## src/rtl/sdram_dl_writer_if.sv

```systemverilog
// rtl/sdram_dl_writer_if.sv - hps download stream and sdram port 0 signal bundle
interface sdram_dl_writer_if;
   logic        ioctl_download;
   logic        ioctl_wr;
   logic [24:0] ioctl_addr;
   logic [7:0]  ioctl_dout;
   logic        ioctl_wait;
   logic [21:0] sd_addr;
   logic [15:0] sd_din;
   logic        sd_wrl;
   logic        sd_wrh;
   logic        sd_busy;
   logic        done;
   logic        overrun;

   modport master (
      output ioctl_download, ioctl_wr, ioctl_addr, ioctl_dout, sd_busy,
      input  ioctl_wait, sd_addr, sd_din, sd_wrl, sd_wrh, done, overrun
   );

   modport slave (
      input  ioctl_download, ioctl_wr, ioctl_addr, ioctl_dout, sd_busy,
      output ioctl_wait, sd_addr, sd_din, sd_wrl, sd_wrh, done, overrun
   );
endinterface

```

## src/rtl/sdram_dl_writer.sv

```systemverilog
// rtl/sdram_dl_writer.sv - rom download byte packer, fifo and sdram port write issuer (option: SDL_PACK_EN)
module sdram_dl_writer #(
   parameter logic [21:0] BASE_ADDR  = 22'h0,
   parameter int          FIFO_DEPTH = 4
) (
   input logic             clk,
   input logic             reset_n,
   sdram_dl_writer_if.slave bus
);
   localparam int PW = $clog2(FIFO_DEPTH);
   localparam int EW = 40;

   typedef enum logic [1:0] {S_IDLE, S_REQ, S_WAIT_DONE, S_GAP} state_t;

   state_t        state_q, state_d;
   logic [EW-1:0] mem_q [FIFO_DEPTH];
   logic [EW-1:0] mem_d [FIFO_DEPTH];
   logic [PW-1:0] wr_ptr_q, wr_ptr_d, rd_ptr_q, rd_ptr_d;
   logic [PW:0]   count_q, count_d;
   logic          nonempty_q, nonempty_d;
   logic          busy_q, busy_d, dl_q, dl_d;
   logic          wait_q, wait_d, overrun_q, overrun_d, done_q, done_d;
   logic          got_q, got_d, end_q, end_d;
   logic          push, pop, pack_busy, pack_wait;
   logic [EW-1:0] push_entry, head;
   logic          dl_rise, dl_fall, busy_fall, strobe_ok, strobe_bad;
   logic [21:0]   waddr;

`ifdef SDL_PACK_EN
   logic          hold_v_q, hold_v_d, pend_v_q, pend_v_d, flush_q, flush_d;
   logic [21:0]   hold_a_q, hold_a_d, pend_a_q, pend_a_d;
   logic [7:0]    hold_b_q, hold_b_d, pend_b_q, pend_b_d;
`endif

   // Strobe qualification, overrun tracking and building the entry to push this cycle
   always_comb begin
      dl_d       = bus.ioctl_download;
      busy_d     = bus.sd_busy;
      dl_rise    = bus.ioctl_download & ~dl_q;
      dl_fall    = ~bus.ioctl_download & dl_q;
      busy_fall  = busy_q & ~bus.sd_busy;
      strobe_bad = bus.ioctl_wr & (wait_q | (bus.ioctl_addr[24:23] != 2'b00));
      strobe_ok  = bus.ioctl_wr & ~strobe_bad;
      waddr      = bus.ioctl_addr[22:1] + BASE_ADDR;
      overrun_d  = dl_rise ? 1'b0 : overrun_q;
      if (strobe_bad) overrun_d = 1'b1;
      push       = 1'b0;
      push_entry = '0;
`ifdef SDL_PACK_EN
      hold_v_d = hold_v_q;
      hold_a_d = hold_a_q;
      hold_b_d = hold_b_q;
      pend_v_d = pend_v_q;
      pend_a_d = pend_a_q;
      pend_b_d = pend_b_q;
      flush_d  = flush_q;
      // ioctl_wait is high whenever pend or flush is active, so no strobe competes with them
      if (pend_v_q) begin
         push       = 1'b1;
         push_entry = {pend_a_q, 8'h00, pend_b_q, 2'b01};
         pend_v_d   = 1'b0;
      end else if (flush_q) begin
         flush_d = 1'b0;
         if (hold_v_q) begin
            push       = 1'b1;
            push_entry = {hold_a_q, hold_b_q, 8'h00, 2'b10};
            hold_v_d   = 1'b0;
         end
      end else if (strobe_ok) begin
         if (hold_v_q) begin
            push = 1'b1;
            if (bus.ioctl_addr[0] && (waddr == hold_a_q)) begin
               push_entry = {hold_a_q, hold_b_q, bus.ioctl_dout, 2'b11};
               hold_v_d   = 1'b0;
            end else begin
               push_entry = {hold_a_q, hold_b_q, 8'h00, 2'b10};
               if (!bus.ioctl_addr[0]) begin
                  hold_a_d = waddr;
                  hold_b_d = bus.ioctl_dout;
               end else begin
                  hold_v_d = 1'b0;
                  pend_v_d = 1'b1;
                  pend_a_d = waddr;
                  pend_b_d = bus.ioctl_dout;
               end
            end
         end else if (!bus.ioctl_addr[0]) begin
            hold_v_d = 1'b1;
            hold_a_d = waddr;
            hold_b_d = bus.ioctl_dout;
         end else begin
            push       = 1'b1;
            push_entry = {waddr, 8'h00, bus.ioctl_dout, 2'b01};
         end
      end
      if (dl_fall) flush_d = 1'b1;
      pack_busy = hold_v_q | pend_v_q | flush_q;
      pack_wait = pend_v_d | flush_d;
`else
      if (strobe_ok) begin
         push       = 1'b1;
         push_entry = bus.ioctl_addr[0] ? {waddr, 8'h00, bus.ioctl_dout, 2'b01}
                                        : {waddr, bus.ioctl_dout, 8'h00, 2'b10};
      end
      pack_busy = 1'b0;
      pack_wait = 1'b0;
`endif
   end

   // Issue FSM: level requests from the head entry, released for one GAP cycle after each write
   always_comb begin
      state_d     = state_q;
      pop         = 1'b0;
      head        = mem_q[rd_ptr_q];
      bus.sd_addr = '0;
      bus.sd_din  = '0;
      bus.sd_wrh  = 1'b0;
      bus.sd_wrl  = 1'b0;
      case (state_q)
         S_IDLE:      if (nonempty_q && !bus.sd_busy) state_d = S_REQ;
         S_REQ:       if (bus.sd_busy) state_d = S_WAIT_DONE;
         S_WAIT_DONE: if (busy_fall) begin
                         pop     = 1'b1;
                         state_d = S_GAP;
                      end
         S_GAP:       state_d = S_IDLE;
         default:     state_d = S_IDLE;
      endcase
      if (state_q == S_REQ || state_q == S_WAIT_DONE)
         {bus.sd_addr, bus.sd_din, bus.sd_wrh, bus.sd_wrl} = head;
   end

   // FIFO bookkeeping, host throttle and end-of-download detection
   always_comb begin
      mem_d    = mem_q;
      wr_ptr_d = wr_ptr_q;
      rd_ptr_d = rd_ptr_q;
      count_d  = count_q;
      if (push) begin
         mem_d[wr_ptr_q] = push_entry;
         wr_ptr_d        = wr_ptr_q + 1'b1;
      end
      if (pop) rd_ptr_d = rd_ptr_q + 1'b1;
      case ({push, pop})
         2'b10:   count_d = count_q + 1'b1;
         2'b01:   count_d = count_q - 1'b1;
         default: count_d = count_q;
      endcase
      // nonempty lags count by one cycle so a fresh entry reaches REQ two edges after its push
      nonempty_d = (count_q != '0);
      wait_d     = (int'(count_d) >= FIFO_DEPTH - 2) | pack_wait;
      got_d      = got_q | strobe_ok;
      end_d      = end_q;
      done_d     = 1'b0;
      if (dl_fall && (got_q || strobe_ok)) end_d = 1'b1;
      if (dl_rise) begin
         got_d = strobe_ok;
         end_d = 1'b0;
      end else if (end_q && count_q == '0 && !push && state_q == S_IDLE && !pack_busy) begin
         done_d = 1'b1;
         end_d  = 1'b0;
         got_d  = 1'b0;
      end
   end

   // FIFO storage needs no reset; count and pointers define what is valid
   always_ff @(posedge clk) begin
      mem_q <= mem_d;
   end

   // Control state registers
   always_ff @(posedge clk or negedge reset_n) begin
      if (!reset_n) begin
         state_q    <= S_IDLE;
         wr_ptr_q   <= '0;
         rd_ptr_q   <= '0;
         count_q    <= '0;
         nonempty_q <= 1'b0;
         busy_q     <= 1'b0;
         dl_q       <= 1'b0;
         wait_q     <= 1'b0;
         overrun_q  <= 1'b0;
         done_q     <= 1'b0;
         got_q      <= 1'b0;
         end_q      <= 1'b0;
      end else begin
         state_q    <= state_d;
         wr_ptr_q   <= wr_ptr_d;
         rd_ptr_q   <= rd_ptr_d;
         count_q    <= count_d;
         nonempty_q <= nonempty_d;
         busy_q     <= busy_d;
         dl_q       <= dl_d;
         wait_q     <= wait_d;
         overrun_q  <= overrun_d;
         done_q     <= done_d;
         got_q      <= got_d;
         end_q      <= end_d;
      end
   end

`ifdef SDL_PACK_EN
   // Pack, pending and flush registers
   always_ff @(posedge clk or negedge reset_n) begin
      if (!reset_n) begin
         hold_v_q <= 1'b0;
         hold_a_q <= '0;
         hold_b_q <= '0;
         pend_v_q <= 1'b0;
         pend_a_q <= '0;
         pend_b_q <= '0;
         flush_q  <= 1'b0;
      end else begin
         hold_v_q <= hold_v_d;
         hold_a_q <= hold_a_d;
         hold_b_q <= hold_b_d;
         pend_v_q <= pend_v_d;
         pend_a_q <= pend_a_d;
         pend_b_q <= pend_b_d;
         flush_q  <= flush_d;
      end
   end
`endif

   assign bus.ioctl_wait = wait_q;
   assign bus.overrun    = overrun_q;
   assign bus.done       = done_q;
endmodule

```

## src/flat_wrapper.sv

```systemverilog
// flat-port wrapper written by rule: the top's interface ports become plain ports
module sdram_dl_writer_flat 
#(
   parameter logic [21:0] BASE_ADDR  = 22'h0,
   parameter int          FIFO_DEPTH = 4
)
  (clk, reset_n, bus_ioctl_download, bus_ioctl_wr, bus_ioctl_addr, bus_ioctl_dout, bus_sd_busy, bus_ioctl_wait, bus_sd_addr, bus_sd_din, bus_sd_wrl, bus_sd_wrh, bus_done, bus_overrun);
  sdram_dl_writer_if bus_i ();
  input logic clk;
  input logic reset_n;
  input wire logic [$bits(bus_i.ioctl_download)-1:0] bus_ioctl_download;
  input wire logic [$bits(bus_i.ioctl_wr)-1:0] bus_ioctl_wr;
  input wire logic [$bits(bus_i.ioctl_addr)-1:0] bus_ioctl_addr;
  input wire logic [$bits(bus_i.ioctl_dout)-1:0] bus_ioctl_dout;
  input wire logic [$bits(bus_i.sd_busy)-1:0] bus_sd_busy;
  output wire logic [$bits(bus_i.ioctl_wait)-1:0] bus_ioctl_wait;
  output wire logic [$bits(bus_i.sd_addr)-1:0] bus_sd_addr;
  output wire logic [$bits(bus_i.sd_din)-1:0] bus_sd_din;
  output wire logic [$bits(bus_i.sd_wrl)-1:0] bus_sd_wrl;
  output wire logic [$bits(bus_i.sd_wrh)-1:0] bus_sd_wrh;
  output wire logic [$bits(bus_i.done)-1:0] bus_done;
  output wire logic [$bits(bus_i.overrun)-1:0] bus_overrun;
  assign bus_i.ioctl_download = bus_ioctl_download;
  assign bus_i.ioctl_wr = bus_ioctl_wr;
  assign bus_i.ioctl_addr = bus_ioctl_addr;
  assign bus_i.ioctl_dout = bus_ioctl_dout;
  assign bus_i.sd_busy = bus_sd_busy;
  assign bus_ioctl_wait = bus_i.ioctl_wait;
  assign bus_sd_addr = bus_i.sd_addr;
  assign bus_sd_din = bus_i.sd_din;
  assign bus_sd_wrl = bus_i.sd_wrl;
  assign bus_sd_wrh = bus_i.sd_wrh;
  assign bus_done = bus_i.done;
  assign bus_overrun = bus_i.overrun;
  sdram_dl_writer #(.BASE_ADDR(BASE_ADDR), .FIFO_DEPTH(FIFO_DEPTH)) u_core (.clk(clk), .reset_n(reset_n), .bus(bus_i));
endmodule
```

## config.mk

```make
export PLATFORM = sky130hd
export DESIGN_NAME = sdram_dl_writer_flat
export DESIGN_NICKNAME = d
export VERILOG_FILES = /design/src/rtl/sdram_dl_writer_if.sv /design/src/rtl/sdram_dl_writer.sv /design/src/flat_wrapper.sv
export SDC_FILE = /design/constraint.sdc
export NUM_CORES = 1
export LEC_CHECK = 0
export ABC_AREA = 1
export CAP_MARGIN = 20
export CORE_MARGIN = 1.5
export CORE_UTILIZATION = 35
export CTS_BUF_LIST = sky130_fd_sc_hd__clkbuf_4
export CTS_CLUSTER_SIZE = 8
export DETAILED_ROUTE_END_ITERATION = 12
export MAX_ROUTING_LAYER = met4
export SYNTH_ARGS = -nofsm -noshare
export SYNTH_HDL_FRONTEND = slang
export SYNTH_SLANG_ARGS = --single-unit
```

## constraint.sdc

```tcl
create_clock -name clk -period 3.9 [get_ports clk]
set_input_delay 0.78 -clock clk [delete_from_list [all_inputs] [get_ports clk]]
set_output_delay 0.78 -clock clk [all_outputs]
set_load 0.02 [all_outputs]
```

==> impl_metrics.json <==
{
  "fmax_mhz": 283,
  "end_kind": "output pin",
  "drive_above_1_share_pct": 7.86,
  "seqPwrFrac_pct": 37.2,
  "cts_tree": "yes",
  "syn_area_per_cell_um2": 11.4,
  "synth_edf_count": 160,
  "hold_buffers": 0,
  "cts_root_buf": "clkbuf_4",
  "power_mw": 6.03,
  "drt-total-wl_um": 16200,
  "path_max_fanout": 19,
  "cts_made_buffers": 17,
  "grt_overflow": 0,
  "post_cts_buffers": 0,
  "antenna_found_initial": 1,
  "grt_pass1_wl_um": 25700,
  "drt-initial-drc-count": 325,
  "final_util_pct": 43.1,
  "ys_ff_latch": 177,
  "tightest_slew_ns": 0.850,
  "cts_buffer_depth": 2,
  "cts.repair.resized": 0,
  "design.die.area_um2": 22000,
  "nFillCells": 1930,
  "grt_setup_unrepaired": "false",
  "worstSetupStartpointType": "register",
  "initial_core_util_pct": 36.1,
  "async_reset_ff_share_pct": 9.60,
  "synthMuxAreaShare_pct": 0,
  "p_clk_share_pct": 16.8,
  "cp.arrival_ns": 2.75,
  "synth_compound_area_share_pct": 8.73,
  "syn_area_um2": 7380,
  "fin_skew_ns": 0.0170,
  "vdd_drop_max_uv": 401,
  "synth_top_area_share_pct": 65.1,
  "switching_share_pct": 39.6,
  "setup_viol": 0,
  "dp_hpwl_um": 9920,
  "place_congestion": 0.724,
  "viasPerCell": 4.75,
  "worst_ep_required_time_ns": 3.12,
  "coreArea_um2": 20400,
  "min_period_ns": 3.53,
  "num_vias": 4790,
  "relSlewSlack_pct": 43.1,
  "portBuffers": 80,
  "drc": 0,
  "ys_top_cells_by_count": "nor2_1, edfxtp_1, o21ai_0, inv_1, a21oi_1",
  "wl_per_cell_um": 16.1,
  "grt_max_degree": 81,
  "area_growth_pct": 19.3,
  "cap_violations": 0,
  "ios": 81,
  "yosys.area.top_type": "edfxtp_1",
  "outcome": "complete, no violations",
  "placed_cells": 976,
  "hold_class": "register to register",
  "p_comb_share_pct": 46.0,
  "first_global_vias": 4782,
  "syn_nets": 693,
  "finalCritPeriodShare_pct": 90.6,
  "hold_violations": 0,
  "fp.dieW_um": 148,
  "rows": 52,
  "clkTransAtPathRegs_ns": 0.13,
  "synth_cells": 646,
  "die-height_um": 148,
  "nets": 772,
  "p_int_mw": 3.64,
  "yosysWarnings": 0,
  "worstSetupPathType": "register to output pin",
  "dr.pass1.iters": 5,
  "drtAntennaViolNets": 0,
  "synth-simple-area-share_pct": 12.6,
  "synth-seq-area-share_pct": 70.9,
  "yosysMostFrequentCell": "nor2_1",
  "final_max_slew_viol_count": 0,
  "final_cells": 1009,
  "p_sw_mw": 2.39,
  "cts.sinks": 177,
  "synth-xor-area-share_pct": 0.475,
  "p_leak_nw": 3.18,
  "clk_latency_ns": 0.56,
  "powerDensity_nw_per_um2": 685,
  "yosys_most_used_dff": "edfxtp_1",
  "finalSetupTns_ns": 0,
  "htree_levels": 4,
  "synth_top_family_by_area": "simple AND/OR/NAND/NOR gates",
  "synth_area_leaders": "edfxtp_1, nor2_1, dfrtp_1",
  "grtUsageTotal_pct": 16.0,
  "synth_fa_ha_area_share_pct": 1.63,
  "synthDistinctLibCells": 27
}
[final timing paths]
check                                         to  cells past startpoint  slack [ns]               start
setup / recovery                   bus_sd_din[0]                      6        0.37  u_core.rd_ptr_q[1]
hold / removal                 u_core.count_q[0]                      1        0.49   u_core.count_q[0]
setup reg to reg           u_core.bus.ioctl_wait                     10        1.66   u_core.state_q[0]
hold reg to reg                u_core.count_q[0]                      1        0.49   u_core.count_q[0]
max in group asynchronous     u_core.rd_ptr_q[1]                      1        2.63             reset_n
min in group asynchronous  u_core.bus.ioctl_wait                      1        0.70             reset_n
[power groups by stage]
stage	Clock (mW)	Combinational [mW]	Sequential (mW)
final	1.01	2.78	2.24
after global routing	1.10	3.07	2.25
after CTS	1.03	2.84	2.24
after floorplan	0	1.72	2.24
after detailed placement	0	2.82	2.28
after global placement	0	2.82	2.28
[through the flow]
step	hold WS (ns)	cell area [um^2]	setup WS [ns]
floorplan	0.446	7380	0.562
global placement	0.464	8520	0.890
detailed placement	0.469	8520	0.854
CTS	0.486	8800	0.307
global route	0.491	8800	0.128
finish	0.488	8800	0.366
[kinds of logic (layout without fill, tap and decap cells)]
family / after synthesis / count (layout)
and+or+nand+nor: 238 / 238
DFF: 177 / 177
AOI/OAI and AO/OA: 128 / 128
buffers and inverters: 90 / 182
adders and majority gates: 9 / 9
xor gates and xnor gates: 4 / 4
other: 0 / 1
[critical path: stages, from the launching register on]
cell	delay, ns
dfrtp_2	0.60
inv_2	0.25
buf_4	0.25
nor2_1	0.10
o21ai_0	0.08
a21oi_1	0.25
clkdlybuf4s50_1	0.66
[placed cells by master, fill, tap and decap left out, types with 3 or more instances in the layout]
cell type	netlist	routed
clkinvlp_4	0	4
ha_1	8	8
nor3_1	16	16
clkbuf_4	0	19
inv_1	51	50
a21oi_1	43	43
nor2_1	194	190
o21ai_1	19	19
edfxtp_1	160	160
clkinv_1	1	3
nand3_1	4	4
xor2_1	3	3
nand2_1	20	20
nor2_4	0	4
buf_4	4	11
dfrtp_1	17	15
o21ai_0	65	65
clkdlybuf4s50_1	0	80
buf_12	0	5
[state kept, by name (all words and copies together), names as in the netlist, 2 cells and up]
| register | flops |
|---|---|
| u_core.mem_q | 160 |
| u_core.count_q | 3 |
| u_core.rd_ptr_q | 2 |
| u_core.state_q | 2 |
| u_core.wr_ptr_q | 2 |
[cell type report]
class / count / area (um^2) / area share (%)
clock inverter: 13 / 138 / 1.56
multi-input combinational: 379 / 1760 / 20.0
clock buffer: 19 / 143 / 1.62
timing repair buffer: 96 / 983 / 11.2
inverter: 54 / 205 / 2.33
sequential: 177 / 5230 / 59.4
tap: 270 / 338 / 3.84
antenna: 1 / 2.50 / 0.0284
[metal layers]
layer	wire, um	track usage [%]	vias to the layer above
met5	0	-	-
met3	863	3.53	16
met4	140	4.11	0
met1	7280	19.9	2288
met2	7940	26.6	137
li1	-	-	2349
(Power assumes the default switching activity.)
